[src/rtl/pipeline_stage_skid.sv]
// Pipeline register stage with valid/ready handshake, global stall and flush.
// SKID=1 adds a second slot so in_ready does not depend on out_ready.
module pipeline_stage_skid #(
    parameter int DATA_W = 32,
    parameter int CTRL_W = 16,
    parameter int SKID   = 1
) (
    input  logic              clock,
    input  logic              reset,
    input  logic              in_valid,
    output logic              in_ready,
    input  logic [DATA_W-1:0] in_data,
    input  logic [CTRL_W-1:0] in_ctrl,
    input  logic              stall,
    input  logic              flush,
    output logic              out_valid,
    input  logic              out_ready,
    output logic [DATA_W-1:0] out_data,
    output logic [CTRL_W-1:0] out_ctrl,
    output logic [1:0]        occupancy
);

    logic              main_valid_q, main_valid_d;
    logic [DATA_W-1:0] main_data_q, main_data_d;
    logic [CTRL_W-1:0] main_ctrl_q, main_ctrl_d;
    logic              skid_valid_q, skid_valid_d;
    logic [DATA_W-1:0] skid_data_q, skid_data_d;
    logic [CTRL_W-1:0] skid_ctrl_q, skid_ctrl_d;
    logic [1:0]        occupancy_q, occupancy_d;
    logic              in_fire, out_fire;

    generate
        if (SKID != 0) begin : g_skid_ready
            assign in_ready = !skid_valid_q && !stall && !flush && !reset;
        end else begin : g_reg_ready
            assign in_ready = (!main_valid_q || out_ready) && !stall && !flush && !reset;
        end
    endgenerate

    assign in_fire   = in_valid && in_ready;
    assign out_fire  = main_valid_q && out_ready && !stall;
    assign out_valid = main_valid_q;
    assign out_data  = main_data_q;
    // Bubbles must never present live control strobes downstream.
    assign out_ctrl  = main_valid_q ? main_ctrl_q : '0;
    assign occupancy = occupancy_q;

    always_comb begin
        main_valid_d = main_valid_q;
        main_data_d  = main_data_q;
        main_ctrl_d  = main_ctrl_q;
        skid_valid_d = skid_valid_q;
        skid_data_d  = skid_data_q;
        skid_ctrl_d  = skid_ctrl_q;

        if (flush) begin
            main_valid_d = 1'b0;
            skid_valid_d = 1'b0;
        end else if (!stall) begin
            if (!main_valid_q) begin
                if (in_fire) begin
                    main_valid_d = 1'b1;
                    main_data_d  = in_data;
                    main_ctrl_d  = in_ctrl;
                end
            end else if (out_fire) begin
                if (skid_valid_q) begin
                    main_data_d  = skid_data_q;
                    main_ctrl_d  = skid_ctrl_q;
                    skid_valid_d = 1'b0;
                end else if (in_fire) begin
                    main_data_d = in_data;
                    main_ctrl_d = in_ctrl;
                end else begin
                    main_valid_d = 1'b0;
                end
            end else if (in_fire) begin
                // Only reachable with a skid slot: in_ready is low otherwise.
                skid_valid_d = 1'b1;
                skid_data_d  = in_data;
                skid_ctrl_d  = in_ctrl;
            end
        end

        if (SKID == 0) begin
            skid_valid_d = 1'b0;
        end
        occupancy_d = {1'b0, main_valid_d} + {1'b0, skid_valid_d};
    end

    always_ff @(posedge clock) begin
        if (reset) begin
            main_valid_q <= 1'b0;
            main_data_q  <= '0;
            main_ctrl_q  <= '0;
            skid_valid_q <= 1'b0;
            skid_data_q  <= '0;
            skid_ctrl_q  <= '0;
            occupancy_q  <= 2'd0;
        end else begin
            main_valid_q <= main_valid_d;
            main_data_q  <= main_data_d;
            main_ctrl_q  <= main_ctrl_d;
            skid_valid_q <= skid_valid_d;
            skid_data_q  <= skid_data_d;
            skid_ctrl_q  <= skid_ctrl_d;
            occupancy_q  <= occupancy_d;
        end
    end

endmodule

[config.mk]
export PLATFORM = sky130hd
export DESIGN_NAME = pipeline_stage_skid
export DESIGN_NICKNAME = d
export VERILOG_FILES = /design/src/rtl/pipeline_stage_skid.sv
export SDC_FILE = /design/constraint.sdc
export NUM_CORES = 1
export LEC_CHECK = 0
export CAP_MARGIN = 20
export CORE_MARGIN = 8
export CORE_UTILIZATION = 55
export DETAILED_ROUTE_END_ITERATION = 16
export PLACE_DENSITY = 0.92
export SYNTH_ARGS = -nofsm -noshare
export SYNTH_HDL_FRONTEND = slang
export SYNTH_SLANG_ARGS = --single-unit
[constraint.sdc]
create_clock -name clock -period 4.2 [get_ports clock]
set_clock_uncertainty 0.15 [all_clocks]
set_input_delay 0.63 -clock clock [delete_from_list [all_inputs] [get_ports clock]]
set_output_delay 0.63 -clock clock [all_outputs]
set_load 0.02 [all_outputs]
==> results_dict.tcl <==
set metrics [dict create \
    r2r_cells 3 \
    max_stage_delay_ps 650 \
    drtPass1Iterations 5 \
    synth_cell_types 35 \
    synth_commonest_cells "100 x dfxtp_1, 75 x o21ai_0, 50 x a21oi_1, 48 x inv_1, 48 x nand3_1" \
    outcome "finished clean" \
    portBuffers 105 \
    synth.ff_latch_count 100 \
    routedWlPerCell_um 17.26 \
    synth_edf_count 0 \
    ant_nets 0 \
    place_hpwl_um 8366 \
    crit_chain "clkdlybuf4s50_1 -> nor4_1 -> clkdlybuf4s50_1" \
    critPathLaunchType "input port" \
    hold_path_class "reg2reg" \
    cts_tree "yes" \
    drc_errors 0 \
    grt_pass1_wl_um 21420 \
    arrival_ps 2260 \
    max_freq_mhz 328.4 \
    io_pins 106 \
    clk_pin_slew_worst_paths_ps 80 \
    vias_per_cell 6.086 \
    core_area_mm2 0.008636 \
    maxSlewViolCount 0 \
    vias 4662 \
    r2r_setup_slack_ps 1580 \
    num_antenna_cells 0 \
    p_leak_nw 1.880 \
    die-height_um 109.9 \
    rsz0062_at_grt "no" \
    htree_levels 3 \
    syn_area_mm2 0.004846 \
    routabilityCongestion 0.7737 \
    fin_crit_ps 3045 \
    whs_path_depth 2 \
    yosysTopAreaCell "dfxtp_1" \
    synth_nets 650 \
    path_max_fanout 10 \
    area_growth_pct 23.63 \
    cap_violations 0 \
    gr-usage-all-layers_pct 21.83 \
    syn_area_per_cell_um2 8.144 \
    cts_buffer_depth 2 \
    syn_inst 595 \
    tns_ps 0 \
    critPathMostFrequentCell "clkdlybuf4s50_1" \
    place_ws_ps 1121 \
    synth_top_area_share_pct 41.31 \
    criticalPathCategory "in2out" \
    synth-seq-area-share_pct 41.31 \
    post_cts_resized 0 \
    vdd_ir_drop_max_mv 0.1904 \
    die_w_um 109.9 \
    worst_slew_pin_slew_ps 1099 \
    setup_violations 0 \
    post-cts-setup-buffers 0 \
    synth_ff_type "dfxtp_1" \
    grt_max_degree 105 \
    routed_wl_um 13220 \
    start_util_pct 56.11 \
    setup_ws_ps 1155 \
    cts_buffers 9 \
    crit_path_top_delay_cell "clkdlybuf4s50_1" \
    nets 708 \
    overflow 0 \
    cp.depth 3 \
    maxSlewHeadroom_pct 26.76 \
    worstPathRequired_ps 3420 \
    grt_pass1_vias 4563 \
    fin_crit_sh_pct 72.49 \
    clkSinkCount 100 \
    drive_gt1_share_pct 5.471 \
    row_count 34 \
    critPathCaptureType "output port" \
    synth_warnings 0 \
    cts-root-buf "clkbuf_8" \
    async_flop_share_pct 0 \
    synthTopCellsByArea "dfxtp_1 41%, a221oi_1 8.5%, o21ai_0 7.7%, nand3b_1 7.3%, nand2b_1 5.4%" \
    die_area_mm2 0.01207 \
    yosysMostFrequentCell "dfxtp_1" \
    p_per_area_mw_per_mm2 309.4 \
    antenna_found_initial 0 \
    finalHoldViolations 0 \
    cp.buffers_inverters 2 \
    clock_latency_ps 360 \
    drtIter0Drc 370 \
    cts_hold_buf 0 \
    critPathTopFamily "buffers and inverters" \
]
-- layer usage --
metal	vias to the layer above	track usage [%]	routed length [um]
li1	2211	-	-
met2	218	37.50	6575
met5	-	0	0
met3	21	4.338	1029
met4	0	9.161	228
met1	2212	25.92	5388
-- cell usage in the layout, fill, tap and decap left out, types with 4 or more instances in the layout --
| master | synthesis | routed |
|---|---|---|
| clkdlybuf4s50_1 | 0 | 103 |
| dfxtp_1 | 100 | 98 |
| o21ai_0 | 75 | 75 |
| a21oi_1 | 50 | 50 |
| inv_1 | 48 | 48 |
| nand3_1 | 48 | 48 |
| nand3b_1 | 47 | 47 |
| a221oi_1 | 47 | 47 |
| nand2b_1 | 42 | 42 |
| nor2_1 | 17 | 17 |
| o21ai_1 | 17 | 17 |
| clkbuf_8 | 0 | 9 |
| buf_4 | 2 | 9 |
| or2b_1 | 6 | 6 |
| nor2b_1 | 4 | 4 |
-- layout make-up --
type | count | area (um^2)
fill | 693 | 2645
multi-input combinational | 380 | 2352
sequential | 100 | 2007
timing repair buffer | 113 | 1104
inverter | 49 | 183.9
tap | 108 | 135.1
clock buffer | 11 | 131.4
clock inverter | 5 | 77.57
-- state kept, by name, indices dropped and copies added, names as in the netlist --
name,cells
skid_ctrl_q,16
skid_valid_q,1
out_data,32
occupancy,2
main_ctrl_q,16
skid_data_q,32
out_valid,1
-- through the flow --
stage               util, %  power, mW  instances  area, um^2  hold WS (ps)
finish                69.37      1.853        766        5991         313.2
global route          69.37      1.916        766        5991         324.1
CTS                   69.37      1.857        766        5991         315.0
detailed placement    66.95      1.217        750        5782         303.0
global placement      66.95      1.209        750        5782         293.8
floorplan                 -      1.112        595        4846         288.1
-- report_power, final --
| group | switching, mW | internal, mW |
|---|---|---|
| Clock | 0.323 | 0.335 |
| Combinational | 0.123 | 0.100 |
| Sequential | 0.00883 | 0.964 |
| Total | 0.454 | 1.40 |
-- cell families after synthesis --
logic type                 share of synthesized area [%]
AOI/OAI and AO/OA                                  24.84
adders and majority gates                         0.2582
buffers and inverters                              10.48
DFF                                                41.31
muxes                                             0.2324
and+or+nand+nor                                    22.88
-- worst register-to-register path, stage by stage (launching register included) --
cell     delay [ps]
dfxtp_4         980
or3b_2          930
o21ai_0         290
a21oi_1         180
-- path summary, 6_finish.rpt --
| path | start | end |
|---|---|---|
| worst max-delay path | flush | in_ready |
| worst min-delay path | skid_data_q[12]$_SDFFE_PP0P_ | skid_data_q[12]$_SDFFE_PP0P_ |
| worst max register to register | skid_valid_q$_SDFF_PP0_ | skid_ctrl_q[8]$_SDFFE_PP0P_ |
| worst min register to register | skid_data_q[12]$_SDFFE_PP0P_ | skid_data_q[12]$_SDFFE_PP0P_ |
(Power assumes the default switching activity.)
==> edit 1: new RTL, same settings <==
The parameter `CTRL_W` goes from 16 to 32.
--- a/src/rtl/pipeline_stage_skid.sv
+++ b/src/rtl/pipeline_stage_skid.sv
@@ -4,3 +4,3 @@
     parameter int DATA_W = 32,
-    parameter int CTRL_W = 16,
+    parameter int CTRL_W = 32,
     parameter int SKID   = 1
Ports: changed (resized in_ctrl and out_ctrl); port bits go from 106 to 138. No check against the original RTL was run, so the function may have changed too.
==> edit 1 against the unedited design <==
Clock power grew 130%. Die area up 27%. Global-route usage rose by 1.8 points. Wire length rose by 38%. Final area grew 38%. Setup slack worse by 0.27 ns. Sequential cell count increased by 32. Area after synthesis is 32% higher. Power rose by 66%. Register-to-register slack got worse by 0.24 ns. Largest power group is now the clock network. Highest routed layer unchanged.
==> edit 1: results (changes against the unedited design) <==
* WL met2 at 8902 µm (+35%)
* Final Net Count at 947 (+34%)
* Root Driver: clkbuf_16
* Clk sink count at 132 (+32%)
* Setup WS pre-CTS at 1.034 ns (-0.08759 ns)
* Share of post-route cells with drive strength above 1 at 6.524% (+1.1 points)
* Slew @ Worst Pin at 0.9757 ns (-0.1228 ns)
* Vias per inst at 6.130 (+0.72%)
* Dominant synthesized flop cell: dfxtp_1
* Distinct cells, synth at 34 (-2.9%)
* GR Layer Usage met3 at 4.760% (+0.42 points)
* Met3 WL at 1442 µm (+40%)
* Inst Count DP at 999 (+33%)
* Vias in the first global route at 5848 (+28%)
* Max stage delay on crit path at 0.71 ns (+0.06 ns)
* DRT iter0 DRCs at 834 (+130%)
* Overall routing resource usage at 23.59% (+1.8 points)
* Sequential share of the synthesized area at 41.44% (+0.13 points)
* Max VDD drop at 0.0003472 V (+82%)
* Fillers at 824 (+19%)
* Drt wl/cell at 17.67 µm (+2.4%)
* DP Area at 0.007620 mm² (+32%)
* Syn. warnings at 0 (unchanged)
* M2 GR Usage at 38.42% (+0.92 points)
* Number of port buffers at 137 (+30%)
* FF+latch area at 0.002648 mm² (+32%)
* Worst-path clk slew at 0.06 ns (-0.02 ns)
* Post-Syn Nets at 867 (+33%)
* Post-synthesis average cell area at 8.010 µm² (-1.6%)
* R2R Path Start: out_valid
* Top post-synthesis cells by area: dfxtp_1 (41%), a221oi_1 (8.7%), nand3b_1 (7.4%)
* Gp weighted congestion at 0.8015 (+3.6%)
* M1 wire length at 7463 µm (+39%)
* DR pass1 iterations at 6 (+1)
* Register-to-register setup slack at 1.34 ns (-0.24 ns)
* WL final at 18250 µm (+38%)
* Worst-Skew Late Latency at 0.41 ns (+0.05 ns)
* Most frequent cells after synthesis: dfxtp_1 (132), o21ai_0 (67), a21oi_1 (66), inv_1 (65)
* First-pass GRT wire length at 29270 µm (+37%)
* CTS Buf Count at 17 (+8)
* RR Endpoint: skid_data_q[15]
* GRT met1 Usage at 29.76% (+3.8 points)
* Status: finished clean
* Leak Pwr at 2.644 nW (+41%)
## edit 1: cell count changes after synthesis, moves of 17 or more
cell	before	now
dfxtp_1	100	132
o21ai_1	17	57
nand2b_1	42	64
inv_1	48	65
## edit 1: cell families (layout without fill, tap and decap cells)
group                      after synthesis  after routing  share of synthesized area, %
DFF                                    132            132                         41.44
muxes                                    1              1                        0.1766
AOI/OAI and AO/OA                      263            263                         24.84
buffers and inverters                  156            249                         10.66
adders and majority gates                1              1                        0.1962
and+or+nand+nor                        243            243                         22.68
other                                    0              1                             0
## edit 1: how the worst min path moves through the flow
stage / depth (start not counted) / to / slack [ns]
2_1_floorplan: 2 / skid_data_q[1] / 0.29
3_3_place_gp: 2 / skid_data_q[23] / 0.29
3_5_place_dp: 2 / skid_data_q[1] / 0.30
4_1_cts: 2 / skid_data_q[1] / 0.31
5_1_grt: 2 / skid_data_q[23] / 0.32
6_report: 2 / skid_data_q[1] / 0.31
## edit 1: power by group through the flow
stage | sequential, W | combinational [W] | clock, W
2_1_floorplan | 0.00132 | 0.000139 | 0
3_3_place_gp | 0.00131 | 0.000278 | 0
3_5_place_dp | 0.00131 | 0.000281 | 0
4_1_cts | 0.00129 | 0.000283 | 0.00151
5_1_grt | 0.00129 | 0.000308 | 0.00157
6_report | 0.00129 | 0.000288 | 0.00151
## edit 1: area by class of cell
cell class | instances | share of cell area, %
diodes | 1 | 0.03030
clock buffers | 24 | 6.212
clock inverters | 8 | 1.152
inverters | 65 | 2.955
multi-input cells | 508 | 37.15
flip-flops and latches | 132 | 32.06
well taps | 143 | 2.167
repair buffers | 152 | 18.27
## edit 1: worst max-delay path: cells and delay by family
kind / cells / cell delay, ns
AND/OR/NAND/NOR: 1 / 0.60
buffers and inverters: 2 / 1.29
==> edit 2: new RTL, config.mk and constraints unchanged <==
Without the edit above. Take the reset off `main_data_q` and load it in a clocked block of its own.
--- a/src/rtl/pipeline_stage_skid.sv
+++ b/src/rtl/pipeline_stage_skid.sv
@@ -93,3 +93,2 @@
             main_valid_q <= 1'b0;
-            main_data_q  <= '0;
             main_ctrl_q  <= '0;
@@ -101,3 +100,2 @@
             main_valid_q <= main_valid_d;
-            main_data_q  <= main_data_d;
             main_ctrl_q  <= main_ctrl_d;
@@ -110,2 +108,6 @@
 
+    always_ff @(posedge clock) begin
+        main_data_q <= main_data_d;
+    end
+
 endmodule
Function: differs if reset is asserted again (counterexample within 4 cycles, from zero or initial values and one cycle with reset high); with reset held inactive, the same outputs for 4 cycles.
==> edit 2 against the unedited design <==
Non-clock buffer count is 2 higher. Power fell by 0.88%. Clock power is 7.8% lower. Sequential share of layout area up 3.4 points. Global-route usage is 1.6 points lower. Area after synthesis up 5.4%. First-iteration DRC count decreased by 29%. Final area is 5.2% higher. Sequential cell count unchanged. Sequential power up 6%. Combinational power decreased by 8%. Wire length shrank 2.5%. Highest routed layer unchanged. Die area is 4.6% higher. Setup slack worse by 0.25 ns.
==> edit 2: results (changes against the unedited design) <==
* GRT met1 Usage at 25.01% (-0.91 points)
* Inst Count DP at 698 (-6.9%)
* Multi-Input Combinational at 370 (-2.6%)
* Mux cell area share after synthesis at 13.45% (+13 points)
* Status: finished clean
* Overall routing resource usage at 20.22% (-1.6 points)
* Drt wl/cell at 18.05 µm (+4.6%)
* Buffering overhead at 17.78% (-0.64 points)
* WL met2 at 6142 µm (-6.6%)
* Gp weighted congestion at 0.7698 (-0.50%)
* Synth Area in Adders at 0.2450% (-0.013 points)
* DR pass1 iterations at 7 (+2)
* M1 wire length at 5609 µm (+4.1%)
* Syn Inst Count at 519 (-13%)
* Post-synth EDFFs at 32 (+32)
* DP Area at 0.006115 mm² (+5.8%)
* Max VDD drop at 0.0001973 V (+3.6%)
* Final worst path period need at 3.292 ns (+0.2474 ns)
* GR Layer Usage met3 at 6.334% (+2.0 points)
* Leak Pwr at 2.270 nW (+21%)
* Hold Path Origin: skid_data_q[25]
* HPWL after DPL at 8526 µm (+1.9%)
* Slew @ Worst Pin at 0.9244 ns (-0.1741 ns)
* Most frequent cells after synthesis: dfxtp_1 (68), nand2_1 (66), nand2b_1 (55), nand3_1 (47), nor2b_1 (39)
* Clock-cell share of area at 2.997% (-0.49 points)
* Bufs w/o clock at 115 (+1.8%)
* Hold EP: skid_data_q[25]
* DRT iter0 DRCs at 264 (-29%)
* Sequential share of the synthesized area at 45.47% (+4.2 points)
* Fin area at 0.006304 mm² (+5.2%)
* Met3 WL at 999 µm (-2.9%)
* Vias in the first global route at 4229 (-7.3%)
* Distinct cells, synth at 32 (-8.6%)
* Sequential share of cell area at 36.86% (+3.4 points)
* Share of post-route cells with drive strength above 1 at 14.10% (+8.6 points)
* Vias per inst at 5.745 (-5.6%)
* Multi-input combinational area share at 40.04% (+0.77 points)
* Post-Syn Nets at 574 (-12%)
* First-pass GRT wire length at 20960 µm (-2.2%)
* Fillers at 652 (-5.9%)
edit 2: cell types whose count changed after synthesis, sizes merged, moves of 35 or more:
cell,delta
a221oi,-47
o21ai,-94
nand3b,-47
mux2,+36
nand2,+65
inv,-46
nor2b,+35
edit 2: where the power goes:
group / total [W] / internal (W) / switching (W)
sequential: 0.00103 / 0.00102 / 0.0000108
combinational: 0.000205 / 0.000106 / 0.0000985
clock: 0.000606 / 0.000232 / 0.000374
total: 0.00184 / 0.00135 / 0.000483
edit 2: through the flow:
step           utilization, %  total power, W  setup WS [ns]  hold slack (ns)
2_1_floorplan               -        0.001144          2.004           0.2989
3_3_place_gp            67.13        0.001244         0.9758           0.3082
3_5_place_dp            67.13        0.001251         0.8936           0.3156
4_1_cts                 69.20        0.001843         0.9577           0.3352
5_1_grt                 69.20        0.001895         0.8782           0.3541
6_report                69.20        0.001837         0.9080           0.3326
edit 2: worst max-delay path: stages:
cell and delay, ns:
clkdlybuf4s50_1 0.53, nor4_4 0.63, clkdlybuf4s50_1 0.73
